File: src/rtl/mem_port_arbiter.sv
// Shares one memory port between the fetch requester (imem) and the data requester (dmem).
// Each requester owns a one-deep pending slot. Slots are granted downstream one at a time:
// one ISSUE cycle that pulses the masks, then a WAIT state until mem_resp arrives.
// The response is routed back to the owning requester.
// Default arbitration gives dmem fixed priority. A starvation counter hands the port to imem
// after STARVE_LIMIT consecutive dmem grants made while imem was waiting.
// Define ARB_RR_EN to use round-robin arbitration (last-grant bit) instead.
module mem_port_arbiter #(
  parameter int unsigned STARVE_LIMIT = 4
) (
  input  logic        clk,
  input  logic        rst_n,
  input  logic [31:0] imem_addr,
  input  logic [3:0]  imem_rmask,
  output logic [31:0] imem_rdata,
  output logic        imem_resp,
  input  logic [31:0] dmem_addr,
  input  logic [3:0]  dmem_rmask,
  input  logic [3:0]  dmem_wmask,
  input  logic [31:0] dmem_wdata,
  output logic [31:0] dmem_rdata,
  output logic        dmem_resp,
  output logic [31:0] mem_addr,
  output logic [3:0]  mem_rmask,
  output logic [3:0]  mem_wmask,
  output logic [31:0] mem_wdata,
  input  logic [31:0] mem_rdata,
  input  logic        mem_resp
);

  typedef enum logic [1:0] {StIdle, StIssue, StWaitI, StWaitD} state_e;

  state_e      state_q, state_d;
  logic        gnt_d_q, gnt_d_d;  // 1: granted slot is dmem

  logic        i_pend_q, d_pend_q;
  logic [31:0] i_addr_q, d_addr_q, d_wdata_q;
  logic [3:0]  i_rmask_q, d_rmask_q, d_wmask_q;

  logic i_req, d_req, i_acc, d_acc, i_clr, d_clr;
  logic i_av, d_av, grant_evt, pick_d;

  assign i_req = |imem_rmask;
  assign d_req = |(dmem_rmask | dmem_wmask);
  // A slot stays full until its response, so a request against a full slot is dropped.
  assign i_acc = i_req && !i_pend_q;
  assign d_acc = d_req && !d_pend_q;
  assign i_clr = (state_q == StWaitI) && mem_resp;
  assign d_clr = (state_q == StWaitD) && mem_resp;
  // Arbitration sees requests arriving this cycle, so a lone request issues on the next cycle.
  assign i_av  = i_pend_q || i_req;
  assign d_av  = d_pend_q || d_req;
  assign grant_evt = (state_q == StIdle) && (i_av || d_av);

`ifdef ARB_RR_EN
  logic last_d_q;  // 1: previous grant went to dmem

  // Both slots waiting: grant the requester that was not served last.
  always_comb begin
    pick_d = d_av && (!i_av || !last_d_q);
  end

  // Last-grant register; resets to imem so dmem wins the first tie.
  always_ff @(posedge clk) begin
    if (!rst_n) begin
      last_d_q <= 1'b0;
    end else if (grant_evt) begin
      last_d_q <= pick_d;
    end
  end
`else
  localparam logic [3:0] StarveLim = 4'(STARVE_LIMIT);
  logic [3:0] starve_cnt_q;

  // dmem wins ties unless imem has been passed over StarveLim times in a row.
  always_comb begin
    pick_d = d_av && (!i_av || (starve_cnt_q != StarveLim));
  end

  // Count dmem grants taken while imem waits; clear on an imem grant or when imem is idle.
  always_ff @(posedge clk) begin
    if (!rst_n) begin
      starve_cnt_q <= 4'd0;
    end else if (grant_evt) begin
      if (pick_d && i_av) begin
        if (starve_cnt_q != 4'hF) starve_cnt_q <= starve_cnt_q + 4'd1;
      end else begin
        starve_cnt_q <= 4'd0;
      end
    end else if (!i_pend_q) begin
      starve_cnt_q <= 4'd0;
    end
  end
`endif

  // Pending flags: set on capture, cleared when the owner's response arrives.
  always_ff @(posedge clk) begin
    if (!rst_n) begin
      i_pend_q <= 1'b0;
      d_pend_q <= 1'b0;
    end else begin
      if (i_clr) i_pend_q <= 1'b0;
      else if (i_acc) i_pend_q <= 1'b1;
      if (d_clr) d_pend_q <= 1'b0;
      else if (d_acc) d_pend_q <= 1'b1;
    end
  end

  // Slot payload, captured together with the request; meaningless while the slot is empty.
  always_ff @(posedge clk) begin
    if (i_acc) begin
      i_addr_q  <= imem_addr;
      i_rmask_q <= imem_rmask;
    end
    if (d_acc) begin
      d_addr_q  <= dmem_addr;
      d_rmask_q <= dmem_rmask;
      d_wmask_q <= dmem_wmask;
      d_wdata_q <= dmem_wdata;
    end
  end

  // State and grant registers.
  always_ff @(posedge clk) begin
    if (!rst_n) begin
      state_q <= StIdle;
      gnt_d_q <= 1'b0;
    end else begin
      state_q <= state_d;
      gnt_d_q <= gnt_d_d;
    end
  end

  // Next-state logic; the grant is latched on the IDLE->ISSUE edge.
  always_comb begin
    state_d = state_q;
    gnt_d_d = gnt_d_q;
    unique case (state_q)
      StIdle: begin
        if (grant_evt) begin
          state_d = StIssue;
          gnt_d_d = pick_d;
        end
      end
      StIssue: state_d = gnt_d_q ? StWaitD : StWaitI;
      StWaitI: if (mem_resp) state_d = StIdle;
      StWaitD: if (mem_resp) state_d = StIdle;
      default: state_d = StIdle;
    endcase
  end

  // Downstream drive: masks pulse only in ISSUE; address and data hold through WAIT.
  always_comb begin
    mem_addr  = gnt_d_q ? d_addr_q : i_addr_q;
    mem_wdata = d_wdata_q;
    mem_rmask = 4'h0;
    mem_wmask = 4'h0;
    if (state_q == StIssue) begin
      mem_rmask = gnt_d_q ? d_rmask_q : i_rmask_q;
      mem_wmask = gnt_d_q ? d_wmask_q : 4'h0;
    end
  end

  // Responses pass straight through to the owner; mem_resp outside WAIT is ignored.
  always_comb begin
    imem_resp  = (state_q == StWaitI) && mem_resp;
    dmem_resp  = (state_q == StWaitD) && mem_resp;
    imem_rdata = mem_rdata;
    dmem_rdata = mem_rdata;
  end

`ifndef SYNTHESIS
  a_imem_no_drop: assert property (@(posedge clk) disable iff (!rst_n) !(i_req && i_pend_q))
    else $error("imem request dropped: slot still busy");
  a_dmem_no_drop: assert property (@(posedge clk) disable iff (!rst_n) !(d_req && d_pend_q))
    else $error("dmem request dropped: slot still busy");
`endif

endmodule

File: config.mk
export PLATFORM = sky130hd
export DESIGN_NAME = mem_port_arbiter
export DESIGN_NICKNAME = d
export VERILOG_FILES = /design/src/rtl/mem_port_arbiter.sv
export SDC_FILE = /design/constraint.sdc
export NUM_CORES = 1
export LEC_CHECK = 0
export CAP_MARGIN = 15
export CORE_MARGIN = 4
export CORE_UTILIZATION = 38
export CTS_CLUSTER_SIZE = 28
export DETAILED_ROUTE_END_ITERATION = 10
export PLACE_DENSITY = 0.81
export SYNTH_ARGS = -nofsm -noshare
export SYNTH_HDL_FRONTEND = slang
export SYNTH_SLANG_ARGS = --single-unit
File: constraint.sdc
create_clock -name clk -period 6.4 [get_ports clk]
set_input_delay 1.6 -clock clk [delete_from_list [all_inputs] [get_ports clk]]
set_output_delay 1.6 -clock clk [all_outputs]
set_load 0.02 [all_outputs]
# --- Word level (Yosys, flattened, before mapping) ---
# Index checks and enable logic that the tools add are counted.
classes:
  addsub: 1
  n_eq_ne: 9
  muxes: 13
  bitwise_logic: 2
  n_reduce_logical: 23
op_table:
  columns: ["op", "n"]
  rows:
  - ["$mux 32", 1]
  - ["$mux 4", 8]
  - ["$reduce_or 4->1", 2]
  - ["$logic_and 1x1->1", 7]
  - ["$pmux 2 s3", 1]
  - ["$reduce_and 2->1", 3]
  - ["$reduce_or 2->1", 3]
  - ["$add 4x1->4 const B", 1]
  - ["$eq 2x2->1 const B", 2]
  - ["$logic_or 1x1->1", 4]
  - ["$mux 2", 2]
  - ["$ne 2x1->1 const B", 2]
  - ["$ne 4x3->1 const B", 1]
  - ["$ne 4x4->1 const B", 1]
  - ["$or 4x4->4", 1]
  - ["$logic_not 1->1", 3]
  - ["$ne 3x2->1 const B", 1]
  - ["$eq 2x1->1 const B", 1]
  - ["$logic_not 2->1", 1]
  - ["$ne 2x2->1 const B", 1]
  - ["$mux 1", 1]
  - ["$not 1->1", 1]
totals:
  regBits: 117
  inputBits: 143
  output_inout_bits: 138
  word_cells: 59

# --- Longest topological paths before layout ---
logic_depth:
  ltp_word: 8
  mapped_depth: 6
  depth_no_buf: 6

# --- Worst setup path before layout ---
# Ideal clock, no wire load.
synth_path:
  kind: "input to register"
  start: "input dmem_wmask[2]"
  end: "register d_addr_q[0], enable pin"
  setup_ns: 0.505
  t_arrival_ns: 4.815
  t_required_ns: 5.895
  setup_slack_ns: 1.081
  cell_stages: 3
  path_buffers: 0
  path_cell_list: "or4_4 -> nor2_1 -> nor2_1"
synth_via:
  elab_chain_len: 3
synth_rtl:
  columns: ["element", "line_no", "rtl"]
  rows:
  - ["start: declaration", "19", "input logic [3:0] dmem_wmask,"]
  - ["$or 4x4->4", "44", "assign d_req = |(dmem_rmask | dmem_wmask);"]
  - ["$reduce_or 4->1", "44", null]
  - ["$logic_and 1x1->1", "47", "assign d_acc = d_req && !d_pend_q;"]
  - ["via d_acc", "40", "logic i_req, d_req, i_acc, d_acc, i_clr, d_clr;"]
  - ["end signal: assignment", "116", "d_addr_q <= dmem_addr;"]
  - ["end: declaration", "37", "logic [31:0] i_addr_q, d_addr_q, d_wdata_q;"]
# The timed path passes the listed nets, and every way through them passes these cells.
# A chain may end at the register's enable or synchronous reset.

# --- Worst setup path in the final report ---
layout_path:
  start: "input mem_resp"
  end: "output imem_resp"
layout_via:
  elab_chain_len: 1
layout_rtl:
  columns: ["element", "line_no", "rtl"]
  rows:
  - ["start: declaration", "28", "input logic mem_resp"]
  - ["$logic_and 1x1->1", "166", "imem_resp = (state_q == StWaitI) && mem_resp;"]
  - ["end: declaration", "16", "output logic imem_resp,"]
# No other way between the ends.

==> results.sh <==
export IMPL_antenna_found_initial=0
export IMPL_critPathKind="input port to primary output"
export IMPL_wl_um=12070
export IMPL_critPathMaxFanout=3
export IMPL_worst_slew_pin_slew_ns=1.107
export IMPL_fillCellCount=950
export IMPL_yosys_area_top_type_share=0.6854
export IMPL_reg2reg_to="d_addr_q[9]$_DFFE_PP_"
export IMPL_yosysSeqAreaShare=0.7234
export IMPL_synth_warnings=0
export IMPL_finalSetupTns_ns=0
export IMPL_track_usage=0.1693
export IMPL_synth_common_cells="edfxtp_1, buf_4, mux2_2, nor2_1"
export IMPL_pin_count=281
export IMPL_reg2reg_slack_ns=4.48
export IMPL_drv_slew=0
export IMPL_post_drt_wl_per_cell_um=20.18
export IMPL_period_needed_ns=4.550
export IMPL_cts_tree="built"
export IMPL_cts_buffers=17
export IMPL_hp_class="flip-flop to flip-flop"
export IMPL_via_per_inst=4.726
export IMPL_setup_viol=0
export IMPL_grt_pass1_vias=3107
export IMPL_coreArea_um2=12110
export IMPL_drtAntennaViolNets=0
export IMPL_start_util=0.3907
export IMPL_critPathArrivalTime_ns=2.95
export IMPL_vias=2826
export IMPL_grt_overflow_total=0
export IMPL_ys_types=37
export IMPL_peakVddDrop_mv=0.2004
export IMPL_remaining_drc_errors=0
export IMPL_worst_r2r_cell_count=2
export IMPL_grt_pass1_wl_um=17970
export IMPL_dp_hpwl_um=8921
export IMPL_htreeDepth=4
export IMPL_io_buffers=184
export IMPL_power_density_nw_per_um2=317.7
export IMPL_async_flop_share=0
export IMPL_timing_fmax_ghz=0.2198
export IMPL_startpoint_type="input port"
export IMPL_grt_max_degree=57
export IMPL_period_share=0.7109
export IMPL_cp_startpoint="mem_resp"
export IMPL_syn_area_um2=4732
export IMPL_gp_congestion=0.7404
export IMPL_clockBufferDepth=2
export IMPL_antenna_cells=0
export IMPL_ys_flop_type="edfxtp_1"
export IMPL_syn_inst=284
export IMPL_cp_end_kind="primary output"
export IMPL_syn_area_per_cell_um2=16.66
export IMPL_leakagePower_nw=2.456
export IMPL_synth_seq_cells=117
export IMPL_relSlewSlack=0.2602
export IMPL_numClockSinks=117
export IMPL_die_w_um=119.6
export IMPL_clock_latency_ns=0.41
export IMPL_cts_resized=0
export IMPL_drtPass1Iterations=4
export IMPL_initialDrtViolationCount=154
export IMPL_layout_cells_non_filler=598
export IMPL_synthTopCellsByArea="edfxtp_1, buf_4, mux2_2"
export IMPL_cts_clk_slew_worst_paths_ns=0.05
export IMPL_drive_gt1_frac=0.1651
export IMPL_skew_ns=0.004885
export IMPL_syn_num_nets=429
export IMPL_ctsHoldBuffers=0
export IMPL_endpoint="imem_resp"
export IMPL_synth_most_common_cell="edfxtp_1"
export IMPL_rsz0062_at_grt="no"
export IMPL_placed_cells=566
export IMPL_hold_violations=0
export IMPL_clk_root_buffer_cell="clkbuf_16"
export IMPL_crit_required_ns=4.80
export IMPL_die_area_um2=14300
export IMPL_synth_edf_count=108
export IMPL_rows=40
export IMPL_status="complete, no violations"
export IMPL_cts_setup_buffers=0
export IMPL_yosysTopAreaCell="edfxtp_1"
export IMPL_maxCapViolCount=0
export IMPL_rr_startpoint="d_pend_q$_SDFFE_PP0P_"
export IMPL_syn2layout_area_growth_pct=45.29
export IMPL_die_h_um=119.6
export IMPL_nNetsFinal=562
==> metal layers <==
metal  global-route usage  vias up  wire, µm
li1                     -     1262         -
met1               0.1503     1308      3603
met2               0.3069      230      6516
met3               0.1041       26      1713
met4              0.06657        0       235
met5                    0        -         0
==> final cells by class <==
cell class | count | area (µm²) | share of cell area
Multi-Input combinational cell | 93 | 792.0 | 0.1152
Tap cell | 168 | 210.2 | 0.03057
Sequential cell | 117 | 3425 | 0.4981
Inverter | 3 | 11.26 | 0.001638
Clock buffer | 17 | 425.4 | 0.06187
Clock inverter | 15 | 162.7 | 0.02366
Timing Repair Buffer | 185 | 1849 | 0.2690
==> how the worst min path moves through the flow <==
stage | slack (ns) | cells past startpoint | endpoint | from
2_1_floorplan | 0.51 | 1 | starve_cnt_q[1]$_SDFFE_PN0P_ | starve_cnt_q[1]$_SDFFE_PN0P_
3_5_place_dp | 0.54 | 1 | starve_cnt_q[0]$_SDFFE_PN0P_ | starve_cnt_q[0]$_SDFFE_PN0P_
5_1_grt | 0.59 | 1 | starve_cnt_q[0]$_SDFFE_PN0P_ | starve_cnt_q[0]$_SDFFE_PN0P_
3_3_place_gp | 0.53 | 1 | starve_cnt_q[1]$_SDFFE_PN0P_ | starve_cnt_q[1]$_SDFFE_PN0P_
6_report | 0.57 | 1 | starve_cnt_q[0]$_SDFFE_PN0P_ | starve_cnt_q[0]$_SDFFE_PN0P_
4_1_cts | 0.56 | 1 | starve_cnt_q[0]$_SDFFE_PN0P_ | starve_cnt_q[0]$_SDFFE_PN0P_
==> stage by stage <==
step                total power [W]  hold slack [ns]  worst slack (ns)  cell area, µm²    util
finish                     0.002184           0.5671             1.850            6875  0.5677
floorplan                  0.001145           0.5141             1.081            4732       -
detailed placement         0.001269           0.5433             1.862            6287  0.5191
CTS                        0.002217           0.5563             1.854            6875  0.5677
global route               0.002279           0.5912             1.784            6875  0.5677
global placement           0.001260           0.5307             1.876            6287  0.5191
==> registers in the layout, indices dropped and copies added (netlist names) <==
signal        flops
d_addr_q         32
d_pend_q          1
d_rmask_q         4
d_wmask_q         4
gnt_d_q           1
i_addr_q         32
i_pend_q          1
i_rmask_q         4
mem_wdata        32
starve_cnt_q      4
state_q           2
==> critical path: stages <==
cell	delay (ns)
clkdlybuf4s50_1	0.51
nand2_1	0.08
nor2_1	0.13
clkdlybuf4s50_1	0.62
==> cell usage in the layout, fill, tap and decap left out, types with 4 or more instances in the layout <==
cell / synthesis / final
and3_1: 9 / 9
clkbuf_16: 0 / 17
clkdlybuf4s50_1: 1 / 184
clkinvlp_4: 0 / 5
dfxtp_1: 9 / 8
edfxtp_1: 108 / 108
mux2_2: 32 / 32
mux2i_1: 4 / 4
nand2_1: 4 / 4
nor2_1: 11 / 10
==> cell families after synthesis <==
logic type | synth area share
AO/OA/AOI/OAI | 0.02300
AND/OR/NAND/NOR | 0.05130
multiplexers | 0.08461
buffers and inverters | 0.1124
flip-flops | 0.7234
adder cells (fa/ha/maj) | 0.005287
==> report_power, final <==
part           leakage (nW)  switching [W]  internal (W)
clock                 0.274       0.000328      0.000605
combinational          1.05       0.000137      0.000179
sequential             1.13      0.0000350      0.000900
(Power assumes the default switching activity.)
